## src/rtl/memory_stage.sv

```systemverilog
// Memory pipeline stage: M register, data-memory handshake FSM, store lane formatting, load extraction.
// Optional feature: define MEM_MISALIGN_TRAP_EN to trap misaligned halfword/word accesses via o_MisalignM.
module memory_stage (
  input  logic        i_Clk,
  input  logic        i_Reset,
  input  logic [31:0] i_ALUResultE,
  input  logic [31:0] i_WriteDataE,
  input  logic [31:0] i_PCPlus4E,
  input  logic [4:0]  i_RdE,
  input  logic [2:0]  i_Funct3E,
  input  logic [1:0]  i_ResultSrcE,
  input  logic        i_RegWriteE,
  input  logic        i_MemWriteE,
  input  logic        i_MemReadE,
  output logic [31:0] o_ALUResultM,
  output logic [31:0] o_ReadDataM,
  output logic [31:0] o_PCPlus4M,
  output logic [4:0]  o_RdM,
  output logic [1:0]  o_ResultSrcM,
  output logic        o_RegWriteM,
  output logic        o_DMemReq,
  output logic        o_DMemWe,
  output logic [31:0] o_DMemAddr,
  output logic [31:0] o_DMemWData,
  output logic [3:0]  o_DMemBe,
  output logic        o_StallM,
`ifdef MEM_MISALIGN_TRAP_EN
  output logic        o_MisalignM,
`endif
  input  logic        i_DMemAck,
  input  logic [31:0] i_DMemRData
);

  typedef enum logic [0:0] {IDLE = 1'b0, WAIT = 1'b1} state_t;

  state_t      state, state_next;
  logic [31:0] alu_m, wdata_m, pc4_m;
  logic [4:0]  rd_m;
  logic [2:0]  funct3_m;
  logic [1:0]  result_src_m;
  logic        reg_write_m, mem_write_m, mem_read_m;
  logic        misalign, mem_req, stall;
  logic [7:0]  byte_sel;
  logic [15:0] half_sel;
  logic [31:0] load_data, store_data;
  logic [3:0]  store_be;

  // M register: frozen while the memory access is still outstanding
  always_ff @(posedge i_Clk or posedge i_Reset) begin
    if (i_Reset) begin
      alu_m        <= 32'd0;
      wdata_m      <= 32'd0;
      pc4_m        <= 32'd0;
      rd_m         <= 5'd0;
      funct3_m     <= 3'd0;
      result_src_m <= 2'd0;
      reg_write_m  <= 1'b0;
      mem_write_m  <= 1'b0;
      mem_read_m   <= 1'b0;
    end else if (!stall) begin
      alu_m        <= i_ALUResultE;
      wdata_m      <= i_WriteDataE;
      pc4_m        <= i_PCPlus4E;
      rd_m         <= i_RdE;
      funct3_m     <= i_Funct3E;
      result_src_m <= i_ResultSrcE;
      reg_write_m  <= i_RegWriteE;
      mem_write_m  <= i_MemWriteE;
      mem_read_m   <= i_MemReadE;
    end else begin
      alu_m <= alu_m;
    end
  end

`ifdef MEM_MISALIGN_TRAP_EN
  // Misalignment detect: word needs addr[1:0]==0, halfword needs addr[0]==0
  always_comb begin
    misalign = 1'b0;
    if (mem_read_m || mem_write_m) begin
      if (funct3_m == 3'b010) begin
        misalign = (alu_m[1:0] != 2'b00);
      end else if ((funct3_m == 3'b001) || (mem_read_m && (funct3_m == 3'b101))) begin
        misalign = alu_m[0];
      end else begin
        misalign = 1'b0;
      end
    end else begin
      misalign = 1'b0;
    end
  end
  assign o_MisalignM = misalign;
`else
  assign misalign = 1'b0;
`endif

  assign mem_req = (mem_read_m || mem_write_m) && !misalign;
  assign stall   = mem_req && !i_DMemAck;

  // Handshake state register
  always_ff @(posedge i_Clk or posedge i_Reset) begin
    if (i_Reset) begin
      state <= IDLE;
    end else begin
      state <= state_next;
    end
  end

  // Next state: wait out ack-less request cycles
  always_comb begin
    state_next = state;
    case (state)
      IDLE: begin
        if (mem_req && !i_DMemAck) state_next = WAIT;
        else                       state_next = IDLE;
      end
      WAIT: begin
        if (i_DMemAck) state_next = IDLE;
        else           state_next = WAIT;
      end
      default: state_next = IDLE;
    endcase
  end

  // Store lane formatting: replicate narrow data so any byte enable sees it
  always_comb begin
    store_be   = 4'b1111;
    store_data = wdata_m;
    case (funct3_m)
      3'b000: begin
        store_be   = 4'b0001 << alu_m[1:0];
        store_data = {4{wdata_m[7:0]}};
      end
      3'b001: begin
        store_be   = 4'b0011 << {alu_m[1], 1'b0};
        store_data = {2{wdata_m[15:0]}};
      end
      default: begin
        store_be   = 4'b1111;
        store_data = wdata_m;
      end
    endcase
  end

  // Load extraction from the returned word
  always_comb begin
    byte_sel  = 8'd0;
    load_data = i_DMemRData;
    case (alu_m[1:0])
      2'b00:   byte_sel = i_DMemRData[7:0];
      2'b01:   byte_sel = i_DMemRData[15:8];
      2'b10:   byte_sel = i_DMemRData[23:16];
      default: byte_sel = i_DMemRData[31:24];
    endcase
    half_sel = alu_m[1] ? i_DMemRData[31:16] : i_DMemRData[15:0];
    case (funct3_m)
      3'b000:  load_data = {{24{byte_sel[7]}}, byte_sel};
      3'b001:  load_data = {{16{half_sel[15]}}, half_sel};
      3'b100:  load_data = {24'd0, byte_sel};
      3'b101:  load_data = {16'd0, half_sel};
      default: load_data = i_DMemRData;
    endcase
  end

  assign o_DMemReq    = mem_req;
  assign o_DMemWe     = mem_write_m;
  assign o_DMemAddr   = {alu_m[31:2], 2'b00};
  assign o_DMemBe     = !mem_req ? 4'b0000 : (mem_write_m ? store_be : 4'b1111);
  assign o_DMemWData  = (mem_req && mem_write_m) ? store_data : 32'd0;
  assign o_StallM     = stall;
  assign o_ReadDataM  = (mem_req && mem_read_m && i_DMemAck) ? load_data : 32'd0;
  assign o_RegWriteM  = reg_write_m && !stall && !misalign;
  assign o_ALUResultM = alu_m;
  assign o_PCPlus4M   = pc4_m;
  assign o_RdM        = rd_m;
  assign o_ResultSrcM = result_src_m;

endmodule

```

## config.mk

```make
export PLATFORM = sky130hd
export DESIGN_NAME = memory_stage
export DESIGN_NICKNAME = d
export VERILOG_FILES = /design/src/rtl/memory_stage.sv
export SDC_FILE = /design/constraint.sdc
export NUM_CORES = 1
export LEC_CHECK = 0
export ABC_AREA = 0
export CAP_MARGIN = 30
export CORE_AREA = 2 2 123 125
export DETAILED_ROUTE_END_ITERATION = 6
export DIE_AREA = 0 0 125 127
export PLACE_DENSITY = 0.85
export SKIP_LAST_GASP = 1
export SYNTH_ARGS = -nofsm -noshare
export SYNTH_HDL_FRONTEND = slang
export SYNTH_SLANG_ARGS = --single-unit
```

## constraint.sdc

```tcl
create_clock -name i_Clk -period 8 [get_ports i_Clk]
set_input_delay 1.6 -clock i_Clk [delete_from_list [all_inputs] [get_ports i_Clk]]
set_output_delay 1.6 -clock i_Clk [all_outputs]
set_load 0.02 [all_outputs]
```

==> results_dict.tcl <==
set metrics [dict create \
    outcome "completed" \
    cts_resized 0 \
    drt-initial-drc-count 186 \
    r2r_cells 5 \
    cp_common_cell "clkdlybuf4s50_1" \
    postCtsSetupBuffers 0 \
    period_minus_slack_ps 5500 \
    seq_area_mm2 0.00273 \
    fmax_mhz 182 \
    insertedDiodeCount 0 \
    clk_path_buf_depth 2 \
    cp.depth 4 \
    ant_nets 0 \
    num_rows 44 \
    ys_seq_elements 109 \
    hpwl_um 14600 \
    clk_pin_slew_worst_paths_ps 70 \
    cts.sinks 109 \
    synthFlopType "dfrtp_1" \
    clk_latency_ps 340 \
    fillCellCount 1088 \
    grt_pass1_wl_um 28500 \
    crit_family "buffers and inverters" \
    globalplace.congestion 0.926 \
    power.leakage_nw 3.99 \
    powerDensity_mw_per_mm2 199 \
    internal_power_mw 1.26 \
    ys_top_cells_by_count "dfrtp_1 (109), mux2_4 (79), nand2_1 (47)" \
    htree_num_levels 3 \
    worstPathArrival_ps 3900 \
    tritoncts "yes" \
    synthTopCellsByArea "dfrtp_1 (45%), mux2_4 (19%), mux2_2 (5.3%)" \
    drv_slew 0 \
    die_area_mm2 0.0159 \
    slowest_delay_ps 700 \
    holdPathStages 1 \
    rsz0062_at_grt "false" \
    hold_viol_final 0 \
    pwr-share-clk_pct 24.8 \
    root_buffer "clkbuf_16" \
    die-height_um 127 \
    core_mm2 0.0144 \
    cp_num_buf_inv 2 \
    vias 4855 \
    numCtsBuffers 9 \
    p_sw_share_pct 32.5 \
    area_growth_pct 52.9 \
    syn_area_mm2 0.00612 \
    port_buffers 316 \
    cp-start-kind "primary input" \
    dr.pass1.iters 4 \
    cp_cell_sequence "clkdlybuf4s50_1, nand2_1, a2111oi_0, clkdlybuf4s50_1" \
    synth_area_leader_cell "dfrtp_1" \
    vias_per_cell 5.12 \
    min_period_over_period_pct 68.7 \
    grt_pass1_vias 5034 \
    tightest_slew_ps 974 \
    wl_per_cell_um 20.0 \
    route.detailed.drc 0 \
    cp_slowest_cell "clkdlybuf4s50_1" \
    min_path_type "flop to flop" \
    synthCells 492 \
    peakVddDrop_v 0.000110 \
    path_class "primary input to output port" \
    p_comb_share_pct 38.3 \
    synth.most_common_cell "dfrtp_1" \
    wl_um 19000 \
    start_util_pct 42.4 \
    slew_headroom_pct 35.1 \
    p_seq_share_pct 37.0 \
    synth_top_area_share_pct 44.6 \
    cts_hold_buf 0 \
    finalSetupViolations 0 \
    nets 904 \
    multi_input_area_mm2 0.00280 \
    ios 319 \
    grt_max_degree 77 \
    critPathCaptureType "output port" \
    cp_max_fo 16 \
    drive_gt1_share_pct 19.0 \
    grt_usage_pct 22.9 \
    syn_avg_cell_area_um2 12.4 \
    whs_ps 512 \
    cp.required_ps 6400 \
    grt_remaining_overflow 0 \
    synth_cell_types 38 \
    skew_ps 8.13 \
    antenna_found_initial 0 \
    p_sw_uw 605 \
    async_reset_ff_share_pct 100 \
    yosysSeqAreaShare_pct 44.6 \
    yosysWarningCount 0 \
    maxCapViolCount 0 \
    floorplan.die.width_um 125 \
    synth_edf_count 0 \
    fin_tns_setup_ps 0 \
]
## worst reg2reg max path, delay by kind of cell (launching register included)
family	cells	cell delay [ps]
buffers and inverters	2	1360
flip-flops	1	480
multiplexers	1	430
AND/OR/NAND/NOR	2	450
## area by class of cell
class                   instances  area share, %
clock buffers                  10           2.55
repair buffers                322           34.6
flip-flops and latches        109           29.1
clock inverters                 5          0.722
inverters                      13          0.602
well taps                     184           2.46
multi-input cells             305           30.0
## power groups by stage
stage	Sequential [mW]	Clock (mW)	Combinational, mW
6_report	0.688	0.461	0.713
5_1_grt	0.698	0.492	0.746
4_1_cts	0.688	0.472	0.717
3_5_place_dp	0.697	0	0.713
3_3_place_gp	0.695	0	0.701
2_1_floorplan	0.725	0	0.372
## logic make-up after synthesis
group | after synthesis | synth area share, %
flops | 109 | 44.6
simple gates | 98 | 8.05
buf+inv | 79 | 9.73
other cells | 1 | 0.0613
compound gates | 73 | 8.75
mux | 132 | 28.8
## metal layers
| metal | wire, µm | GRT usage [%] | up-vias |
|---|---|---|---|
| li1 | - | - | 2216 |
| met1 | 7030 | 25.8 | 2392 |
| met2 | 10200 | 42.7 | 224 |
| met3 | 1390 | 6.16 | 23 |
| met4 | 373 | 6.73 | 0 |
| met5 | 0 | 0 | - |
## cell usage in the layout, fill, tap and decap left out, drive strengths merged, types with 3 or more instances in the layout
master,Yosys,layout
o21ai,21,21
nor2,12,12
clkbuf,12,10
nand2,47,47
nor3b,9,9
clkdlybuf4s50,0,316
o221a,7,7
a21oi,8,8
nor2b,9,9
mux2i,24,24
or2,3,3
and2,9,9
a2111oi,8,8
dfrtp,109,109
inv,13,15
a31oi,4,4
o211a,8,8
a21boi,8,8
mux2,108,108
o21a,7,7
buf,54,6
## metrics by stage
stage / utilization [%] / power [mW] / setup slack (ps) / area [µm²] / cells
floorplan: - / 1.10 / 3360 / 6120 / 493
global placement: 62.5 / 1.40 / 2540 / 9010 / 931
detailed placement: 62.6 / 1.41 / 2530 / 9030 / 932
CTS: 64.7 / 1.88 / 2520 / 9330 / 947
global route: 64.9 / 1.94 / 2310 / 9360 / 948
finish: 64.9 / 1.86 / 2500 / 9360 / 948
## registers in the layout, summed over array words and instances (netlist names)
register      flops
o_ResultSrcM      2
reg_write_m       1
o_DMemWe          1
wdata_m          32
funct3_m          3
o_PCPlus4M       32
o_RdM             5
mem_read_m        1
o_ALUResultM     32
## worst paths after layout
| check | end | startpoint | slack, ps |
|---|---|---|---|
| worst max-delay path | o_ReadDataM[12] | i_DMemAck | 2500 |
| max in group asynchronous | wdata_m[8] | i_Reset | 5490 |
| worst max register to register | o_PCPlus4M[10] | mem_read_m | 5170 |
| min in group asynchronous | o_PCPlus4M[3] | i_Reset | 1610 |
| worst min register to register | reg_write_m | reg_write_m | 510 |
| worst min-delay path | reg_write_m | reg_write_m | 510 |
No activity file was read; power rests on OpenSTA's default activity.
